[src/rtl/uart_pkg.sv]
// Shared UART definitions: FSM state encoding, parity type codes and
// default widths used by both the transmit and receive ends of the link.
package uart_pkg;

  // Default frame geometry, shared with the receive side.
  localparam int DEFAULT_DATA_WIDTH     = 8;
  localparam int DEFAULT_PRESCALE_WIDTH = 5;

  // Parity type selector values.
  localparam logic PAR_EVEN = 1'b0;
  localparam logic PAR_ODD  = 1'b1;

  // Frame sequencer states.
  typedef enum logic [2:0] {
    ST_IDLE   = 3'd0,
    ST_START  = 3'd1,
    ST_DATA   = 3'd2,
    ST_PARITY = 3'd3,
    ST_STOP   = 3'd4
  } tx_state_e;

endpackage : uart_pkg

[src/rtl/uart_tx_bit_timer.sv]
// Bit-period timer for the UART transmitter. Counts 0..P-1 cycles and
// flags the last cycle of each bit. A prescale of 0 or 1 gives a
// one-cycle bit. The count restarts from zero when a frame is accepted.
module uart_tx_bit_timer #(
  parameter int PRESCALE_WIDTH = 5
) (
  input  logic                      clk,
  input  logic                      rst_n,
  input  logic                      clear,
  input  logic                      enable,
  input  logic [PRESCALE_WIDTH-1:0] prescale,
  output logic                      bit_done
);

  logic [PRESCALE_WIDTH-1:0] cnt_r;
  logic [PRESCALE_WIDTH-1:0] last_s;
  logic                      at_last_s;

  // Terminal count of one bit period; prescales below 2 collapse to one cycle.
  always_comb begin
    last_s = {PRESCALE_WIDTH{1'b0}};
    if (prescale <= PRESCALE_WIDTH'(1)) begin
      last_s = {PRESCALE_WIDTH{1'b0}};
    end else begin
      last_s = prescale - PRESCALE_WIDTH'(1);
    end
  end

  assign at_last_s = (cnt_r == last_s);
  assign bit_done  = enable & at_last_s;

  // Cycle counter: restarts on frame start, wraps at the end of each bit, idles at zero.
  always_ff @(posedge clk) begin
    if (!rst_n) begin
      cnt_r <= {PRESCALE_WIDTH{1'b0}};
    end else if (clear) begin
      cnt_r <= {PRESCALE_WIDTH{1'b0}};
    end else if (enable) begin
      if (at_last_s) begin
        cnt_r <= {PRESCALE_WIDTH{1'b0}};
      end else begin
        cnt_r <= cnt_r + PRESCALE_WIDTH'(1);
      end
    end else begin
      cnt_r <= {PRESCALE_WIDTH{1'b0}};
    end
  end

endmodule : uart_tx_bit_timer

[src/rtl/uart_tx.sv]
// UART transmitter. Serialises one byte per accepted request as
// start bit, LSB-first data, optional parity bit, stop bit. Every bit
// lasts the prescale value captured with the byte. Tx_OUT and Tx_Busy
// are driven straight from flops.
module uart_tx
  import uart_pkg::*;
#(
  parameter int DATA_WIDTH     = DEFAULT_DATA_WIDTH,
  parameter int PRESCALE_WIDTH = DEFAULT_PRESCALE_WIDTH
) (
  input  logic                      Tx_CLK,
  input  logic                      Tx_RST,
  input  logic [DATA_WIDTH-1:0]     Tx_P_DATA,
  input  logic                      Tx_Data_Valid,
  input  logic [PRESCALE_WIDTH-1:0] Tx_prescale,
  input  logic                      Tx_PAR_EN,
  input  logic                      Tx_PAR_TYP,
  output logic                      Tx_OUT,
  output logic                      Tx_Busy
);

  localparam int IDX_W = (DATA_WIDTH > 1) ? $clog2(DATA_WIDTH) : 1;
  localparam logic [IDX_W-1:0] IDX_LAST = IDX_W'(DATA_WIDTH - 1);

  // Parity over the payload: even = XOR of the bits, odd = its inverse.
  function automatic logic calc_parity(input logic [DATA_WIDTH-1:0] data,
                                       input logic                  par_typ);
    logic x;
    x = ^data;
    return (par_typ == PAR_ODD) ? ~x : x;
  endfunction

  tx_state_e                 state_r, state_s;
  logic [IDX_W-1:0]          idx_r, idx_s;
  logic                      tx_out_r, tx_out_s;
  logic                      busy_r, busy_s;
  logic                      accept_s;
  logic                      bit_done_s;
  logic                      timer_en_s;

  logic [DATA_WIDTH-1:0]     data_r;
  logic                      par_en_r;
  logic                      par_bit_r;
  logic [PRESCALE_WIDTH-1:0] prescale_r;

  assign timer_en_s = (state_r != ST_IDLE);

  uart_tx_bit_timer #(
    .PRESCALE_WIDTH (PRESCALE_WIDTH)
  ) u_bit_timer (
    .clk      (Tx_CLK),
    .rst_n    (Tx_RST),
    .clear    (accept_s),
    .enable   (timer_en_s),
    .prescale (prescale_r),
    .bit_done (bit_done_s)
  );

  // Next state, data index and next values of the registered line/busy outputs.
  always_comb begin
    state_s  = state_r;
    idx_s    = idx_r;
    tx_out_s = tx_out_r;
    busy_s   = busy_r;
    accept_s = 1'b0;
    case (state_r)
      ST_IDLE: begin
        if (Tx_Data_Valid) begin
          accept_s = 1'b1;
          state_s  = ST_START;
          idx_s    = {IDX_W{1'b0}};
          tx_out_s = 1'b0;
          busy_s   = 1'b1;
        end else begin
          tx_out_s = 1'b1;
          busy_s   = 1'b0;
        end
      end
      ST_START: begin
        if (bit_done_s) begin
          state_s  = ST_DATA;
          idx_s    = {IDX_W{1'b0}};
          tx_out_s = data_r[0];
        end else begin
          state_s  = ST_START;
        end
      end
      ST_DATA: begin
        if (bit_done_s) begin
          if (idx_r == IDX_LAST) begin
            idx_s = {IDX_W{1'b0}};
            if (par_en_r) begin
              state_s  = ST_PARITY;
              tx_out_s = par_bit_r;
            end else begin
              state_s  = ST_STOP;
              tx_out_s = 1'b1;
            end
          end else begin
            idx_s    = idx_r + IDX_W'(1);
            tx_out_s = data_r[idx_s];
          end
        end else begin
          state_s = ST_DATA;
        end
      end
      ST_PARITY: begin
        if (bit_done_s) begin
          state_s  = ST_STOP;
          tx_out_s = 1'b1;
        end else begin
          state_s  = ST_PARITY;
        end
      end
      ST_STOP: begin
        if (bit_done_s) begin
          state_s  = ST_IDLE;
          tx_out_s = 1'b1;
          busy_s   = 1'b0;
        end else begin
          state_s  = ST_STOP;
        end
      end
      default: begin
        state_s  = ST_IDLE;
        idx_s    = {IDX_W{1'b0}};
        tx_out_s = 1'b1;
        busy_s   = 1'b0;
      end
    endcase
  end

  // FSM state, data index and registered serial outputs; reset aborts any frame.
  always_ff @(posedge Tx_CLK) begin
    if (!Tx_RST) begin
      state_r  <= ST_IDLE;
      idx_r    <= {IDX_W{1'b0}};
      tx_out_r <= 1'b1;
      busy_r   <= 1'b0;
    end else begin
      state_r  <= state_s;
      idx_r    <= idx_s;
      tx_out_r <= tx_out_s;
      busy_r   <= busy_s;
    end
  end

  // Frame configuration captured at acceptance so later input changes cannot disturb it.
  always_ff @(posedge Tx_CLK) begin
    if (!Tx_RST) begin
      data_r     <= {DATA_WIDTH{1'b0}};
      par_en_r   <= 1'b0;
      par_bit_r  <= 1'b0;
      prescale_r <= {PRESCALE_WIDTH{1'b0}};
    end else if (accept_s) begin
      data_r     <= Tx_P_DATA;
      par_en_r   <= Tx_PAR_EN;
      par_bit_r  <= calc_parity(Tx_P_DATA, Tx_PAR_TYP);
      prescale_r <= Tx_prescale;
    end else begin
      data_r     <= data_r;
      par_en_r   <= par_en_r;
      par_bit_r  <= par_bit_r;
      prescale_r <= prescale_r;
    end
  end

  assign Tx_OUT  = tx_out_r;
  assign Tx_Busy = busy_r;

endmodule : uart_tx

[config.mk]
export PLATFORM = sky130hd
export DESIGN_NAME = uart_tx
export DESIGN_NICKNAME = d
export VERILOG_FILES = /design/src/rtl/uart_pkg.sv /design/src/rtl/uart_tx_bit_timer.sv /design/src/rtl/uart_tx.sv
export SDC_FILE = /design/constraint.sdc
export NUM_CORES = 1
export LEC_CHECK = 0
export ABC_AREA = 1
export CAP_MARGIN = 20
export CORE_UTILIZATION = 45
export CTS_BUF_LIST = sky130_fd_sc_hd__clkbuf_4 sky130_fd_sc_hd__clkbuf_8
export DETAILED_ROUTE_END_ITERATION = 10
export PLACE_DENSITY_LB_ADDON = 0.05
export SYNTH_ARGS = -nofsm -noshare
export SYNTH_HDL_FRONTEND = slang
export SYNTH_SLANG_ARGS = --single-unit
[constraint.sdc]
create_clock -name Tx_CLK -period 5.1 [get_ports Tx_CLK]
set_clock_uncertainty 0.15 [all_clocks]
set_input_delay 1.275 -clock Tx_CLK [delete_from_list [all_inputs] [get_ports Tx_CLK]]
set_output_delay 1.275 -clock Tx_CLK [all_outputs]
set_load 0.01 [all_outputs]
==> summary.md, run 1 <==
| Metric | Value |
|---|---|
| Routed Antenna Nets | 0 |
| Min-Delay Endpoint | data_r[7] |
| Grt peak-use layer | met2 |
| Min-delay worst type | register to register |
| Setup CP Type | input pin to register |
| Post-synth top area share | 34.5% |
| Number of vias per cell | 5.07 |
| Remaining DRCs | 0 |
| All-Layer GR Usage | 18.9% |
| Max VDD drop | between 0.00015 and 0.0002 V |
| Cts-stage hold buffer count | 0 |
| Post-Synthesis Cells | ~240 |
| Max-slew violation total from the final report | 0 |
| Global placer's final weighted congestion | slightly above 0.8 |
| Setup TNS | 0 ns |
| Die height | 62.1 microns |
| Reg2Reg Setup Slack | 2.82 ns |
| Post-DP HPWL | about 2500 microns |
| Die Area | 3850 sq um |
| Grt met3 use | slightly above 5% |
| Initial antenna violation count | 0 |
| Clock Latency Late Sink | around 0.34 ns |
| CTS tree | done |
| Reg clk slew, reported paths | around 0.15 ns |
| Drt total wl | between 3000 and 4000 microns |
| Final Net Count | approximately 290 |
| Num rows | 21 |
| Maximum fanout along the worst path | 24 |
| Setup-failing EPs final | 0 |
| I/O pin count | 20 |
| Cell taking the most area after synthesis | dfxtp_1 |
| DR vias | between 1.5k and 2k |
| Die Wd | 62.1 microns |
| Average routed wire per standard cell | between 10 and 15 microns |
| Syn-to-layout area delta | 16.8% |
| Power Total | 739 uW |
| FMAX | about 0.34 GHz |
| Final Hold Fails | 0 |
| Outcome | finished, final reports clean |
| Post-synthesis sequential area ratio | around 35% |
| M2 GR Usage | around 29% |
| Htree depth | 1 |
| Hold_sp | data_r[7] |
| TritonRoute pass-1 iters | 4 |
| Initial Util | between 40 and 50% |
| Kind of start point of the critical path | input pin |
| Worst-Margin Slew | 0.755 ns |
| GRT met1 Usage | 25.3% |
| Syn avg cell area | 6.71 sq um |
| Final period util | ~57% |
| # clock sinks | 28 |
| Post-cts resize count | 0 |
| Number of global-route vias before repair | about 1.3k |
| Synth cell types | 28 |
| Worst EP arrival | 3.04 ns |
| Clock Tree Root | clkbuf_4 |
| P_leak | about 0.79 nW |
| First-pass GRT wire length | 5310 microns |
| Reg-to-Reg End | Tx_OUT |
| Drt initial violations | 86 |
| FF-to-FF path depth | 8 |
| CP Data Required Time | ~5.2 ns |
| YS warnings | 0 |
| Post-CTS Setup Bufs | 0 |
| Largest net degree at the start of global routing | 25 |
| Syn nets | about 270 |
| Diode count | 0 |
| IO buf count | 19 |
| Hold Path Depth | 2 |
| Core area | approximately 3400 sq um |
| Worst r2r src | state_r[1] |
| Slew headroom | roughly half |
| P per Cell Area | slightly below 400 nW/um^2 |
| RSZ-0062 raised after global routing | no |
| Synthesized flop and latch total | 28 |
| CTS max path bufs | 2 |
| Total grt overflow | 0 |
| Crit path from | Tx_Data_Valid |
| Minimum clock period after layout | roughly 2.9 ns |
| Critical Path End Type | register |
| Share of layout cells above drive strength 1 | 5.73% |
| CTS Buf Count | 3 |
| Synth area leaders | dfxtp_1 35%, nand2_1 13%, a21oi_1 7.1% |
| Mapped Area | 1620 sq um |
| Max Cap Viol | 0 |
-- layout make-up --
| class | instances | area, sq um |
|---|---|---|
| repair buffers | 19 | 190 |
| fillers | 329 | 1490 |
| flip-flops and latches | 28 | 561 |
| multi-input cells | 184 | 950 |
| clock buffers | 4 | 36.3 |
| inverters | 27 | 103 |
| well taps | 46 | 57.6 |
-- cell families after synthesis --
logic type / count (synthesis) / synth area share [%]
AND/OR/NAND/NOR: 117 / 31.0
AO/OA/AOI/OAI: 51 / 17.7
XOR/XNOR: 11 / 5.93
flip-flops: 28 / 34.5
buffers and inverters: 30 / 7.01
adder cells (fa/ha/maj): 5 / 3.85
-- state kept, by name, indices dropped and copies added (netlist names) --
name               count
data_r                 8
par_bit_r              1
u_bit_timer.cnt_r      5
Tx_OUT                 1
par_en_r               1
state_r                3
prescale_r             5
Tx_Busy                1
idx_r                  3
-- cell usage after synthesis, drive strengths merged --
cell type  number
nand2          60
nor2           30
dfxtp          28
a21oi          24
inv            24
nand3          22
o21ai          22
xor2            6
ha              5
xnor2           5
clkbuf          3
clkinv          3
o211ai          3
nand4           2
a211oi          1
nand3b          1
nor3            1
nor3b           1
o21bai          1
-- layer usage --
metal | up-vias | share of wire, %
met2 | 39 | 43
met4 | 0 | 1.4
li1 | 832 | -
met3 | 5 | 5.3
met5 | - | 0
met1 | 686 | 50
-- cell usage in the layout (no fill, tap or decap), types with 2 or more instances in the layout --
| master | count |
|---|---|
| clkbuf_4 | 3 |
| o211ai_1 | 2 |
| ha_1 | 5 |
| nand2_2 | 2 |
| xor2_1 | 6 |
| a21oi_1 | 23 |
| nor2_2 | 2 |
| nand2_1 | 58 |
| inv_2 | 2 |
| o21ai_0 | 19 |
| clkdlybuf4s50_1 | 19 |
| dfxtp_1 | 28 |
| inv_1 | 22 |
| clkinv_1 | 2 |
| o21ai_1 | 2 |
| nand3_1 | 21 |
| nor2_1 | 28 |
| nand4_1 | 2 |
| xnor2_1 | 5 |
-- per-stage QoR --
step                instance area, sq um  instances  hold slack [ns]  setup slack [ns]  util (%)
finish                              1900        308            0.321              2.19      56.0
global placement                    1860        304            0.306              1.82      54.9
CTS                                 1900        308            0.325              2.19      56.0
detailed placement                  1860        304            0.305              1.83      54.9
floorplan                           1620        242            0.280              2.87         -
global route                        1900        308            0.344              2.02      56.0
-- power breakdown --
| group | switching, mW | total (mW) | internal (mW) |
|---|---|---|---|
| logic | 0.213 | 0.343 | 0.131 |
| clock network | 0.0660 | 0.110 | 0.0438 |
| registers | 0.0299 | 0.286 | 0.256 |
| total | 0.309 | 0.739 | 0.430 |
-- how the worst max path moves through the flow --
stage / depth (start not counted) / slack, ns / end
6_report: 6 / 2.19 / Tx_OUT
5_1_grt: 6 / 2.02 / Tx_OUT
4_1_cts: 6 / 2.19 / Tx_OUT
3_5_place_dp: 6 / 1.83 / Tx_OUT
3_3_place_gp: 6 / 1.82 / Tx_OUT
2_1_floorplan: 5 / 2.87 / idx_r[0]
-- critical path: stages --
cell,delay (ns)
clkdlybuf4s50_1,0.42
nand2_1,0.52
clkinv_1,0.43
o211ai_1,0.26
nand2_1,0.07
nand3_1,0.06
No activity file was read; power rests on OpenSTA's default activity.
==> run 2: changes to the inputs <==
==> constraint.sdc (replaced) <==
create_clock -name Tx_CLK -period 2.61 [get_ports Tx_CLK]
set_clock_uncertainty 0.15 [all_clocks]
set_input_delay 0.6525 -clock Tx_CLK [delete_from_list [all_inputs] [get_ports Tx_CLK]]
set_output_delay 0.6525 -clock Tx_CLK [all_outputs]
set_load 0.01 [all_outputs]
==> summary.md, run 2 (synthesis gave the netlist of run 1 again) <==
| Metric | Value |
|---|---|
| Outcome | finished, final reports clean |
| Post-cts resize count | 0 (unchanged) |
| First-pass GRT wire length | 5420 microns (+2.2%) |
| Die height | 62.1 microns (unchanged) |
| Drt total wl | 3260 microns (+2.1%) |
| Number of vias per cell | 4.89 (-3.5%) |
| Setup TNS | 0 ns (unchanged) |
| Share of layout cells above drive strength 1 | 6.79% (+1.1 points) |
| Routed Antenna Nets | 0 (unchanged) |
| Most frequent cells in the layout | 58 x nand2_1, 28 x dfxtp_1, 28 x nor2_1 |
| Drt initial violations | 56 (-35%) |
| Setup CP Type | register to register |
| Non-filler cells, final | 311 (+0.97%) |
| # clock sinks | 28 (unchanged) |
| Critical Path End Type | register |
| Fin area | 1920 sq um (+1.2%) |
| Total grt overflow | 0 (unchanged) |
| Number of global-route vias before repair | 1291 (+2.2%) |
| Max-slew violation total from the final report | 0 (unchanged) |
| DR vias | 1522 (-2.6%) |
| Reg2Reg Setup Slack | 0.44 ns (-2.38 ns) |
| I/O pin count | 20 (unchanged) |
| Commonest non-fill, non-tap cell in the layout | nand2_1 |
| CP Data Required Time | 2.71 ns (-2.53 ns) |
| Remaining DRCs | 0 (unchanged) |
| Largest Register | data_r |
| Final Net Count | 289 (+1.0%) |
| CTS max path bufs | 2 (unchanged) |
| Average routed wire per standard cell | 10.5 microns (+1.1%) |
| IO buf count | 19 (unchanged) |
| Initial Util | 47.9% (unchanged) |
| Hold Path Depth | 2 (unchanged) |
| Reg-to-Reg End | idx_r[0] |
| DP Cell Count | 307 (+0.99%) |
| Fill count | 357 (+8.5%) |
| Syn-to-layout area delta | 18.2% |
| Power Total | 1.46 mW (+97%) |
| Post-CTS Setup Bufs | 0 (unchanged) |
| Final Hold Fails | 0 (unchanged) |
| CTS Buf Count | 3 (unchanged) |
| Num rows | 21 (unchanged) |
| Post-placement cell area | 1880 sq um (+1.2%) |
| Hold_sp | data_r[7] |
| Minimum clock period after layout | roughly 2.2 ns |
| Maximum fanout along the worst path | 9 (-63%) |
| Max reg flops | 8 (unchanged) |
| Kind of start point of the critical path | register |
| Die Wd | 62.1 microns (unchanged) |
| Final period util | between 80% and 90% |
| Reg clk slew, reported paths | 0.15 ns (about the same) |
| Max VDD drop | 0.000336 V (+92%) |
| Worst-Margin Slew | 0.482 ns (-0.273 ns) |
| Global placer's final weighted congestion | 0.844 (+2.7%) |
| Setup-failing EPs final | 0 (unchanged) |
| Core area | 3390 sq um (unchanged) |
| Diode count | 0 (unchanged) |
| Top flop regs | data_r (8), prescale_r (5), u_bit_timer.cnt_r (5) |
| Hold Slack | 0.324 ns (+0.00278 ns) |
| RSZ-0062 raised after global routing | no |
| All-Layer GR Usage | 18.9% (+0.086 points) |
| TritonRoute pass-1 iters | 4 (unchanged) |
| Clock Latency Late Sink | 0.33 ns (about the same) |
| Die Area | 3850 sq um (unchanged) |
| P_leak | 0.804 nW (+1.8%) |
| Min-delay worst type | register to register |
| Worst r2r src | prescale_r[0] |
| FF-to-FF path depth | 12 (+4) |
| Slew headroom | 67.6% (+18 points) |
| Max Cap Viol | 0 (unchanged) |
| P per Cell Area | 758 nW/um^2 (+95%) |
| Initial antenna violation count | 0 (unchanged) |
| Post-DP HPWL | 2590 microns (+2.3%) |
| Cts-stage hold buffer count | 0 (unchanged) |
| Largest net degree at the start of global routing | 23 (-8.0%) |
| Htree depth | 1 (unchanged) |
| Min-Delay Endpoint | data_r[7] |
| Worst EP arrival | 2.27 ns (-0.77 ns) |
| Clock Tree Root | clkbuf_4 |
| CTS tree | done |
| FMAX | roughly 0.46 GHz |
-- run 2: cell count changes in the layout (fill, tap and decap cells not counted) --
cell	change
buf_4	+3
-- run 2: how the worst max path moves through the flow --
stage                  start  endpoint  slack [ns]  depth (start not counted)
3_5_place_dp   prescale_r[0]  idx_r[2]        0.45                         12
2_1_floorplan  prescale_r[0]  idx_r[0]        0.67                         12
4_1_cts        prescale_r[0]  idx_r[0]        0.43                         12
6_report       prescale_r[0]  idx_r[0]        0.44                         12
5_1_grt        prescale_r[0]  idx_r[1]        0.22                         12
3_3_place_gp   prescale_r[0]  idx_r[0]        0.47                         12
-- run 2: stage by stage --
step / setup WS (ns) / utilization [%]
2_1_floorplan: 0.669 / -
3_3_place_gp: 0.472 / 55.6
3_5_place_dp: 0.448 / 55.6
4_1_cts: 0.431 / 56.6
5_1_grt: 0.225 / 56.6
6_report: 0.441 / 56.6
-- run 2: final cells by class --
cell class | instances | area [sq um] | share of cell area (%)
clock buffer | 4 | 36.3 | 1.89
timing repair buffer | 22 | 213 | 11.1
sequential | 28 | 561 | 29.2
tap | 46 | 57.6 | 3.00
inverter | 27 | 103 | 5.35
multi-input combinational | 184 | 950 | 49.5
-- run 2: report_power, final --
part	switching, mW	leakage (nW)	internal, mW
logic	0.417	0.552	0.266
registers	0.0581	0.230	0.500
clock network	0.129	0.0210	0.0855
total	0.604	0.804	0.852
-- run 2: routing by layer --
layer	global-route usage [%]	vias to the layer above	share of wire (%)
li1	-	836	-
met1	26.9	651	52
met2	29.0	30	43
met3	2.90	5	3.4
met4	6.67	0	1.5
met5	0	-	0
-- run 2: worst max-delay path: stages, from the launching register on --
cell and delay, ns:
dfxtp_1 0.36, inv_1 0.17, ha_1 0.23, xor2_1 0.25, nand2_1 0.11, nand2_1 0.06, nand2_1 0.06, nor2_2 0.12
nand3_4 0.15, o21ai_4 0.22, nand3_1 0.09, nand2_1 0.07, nor2_1 0.04
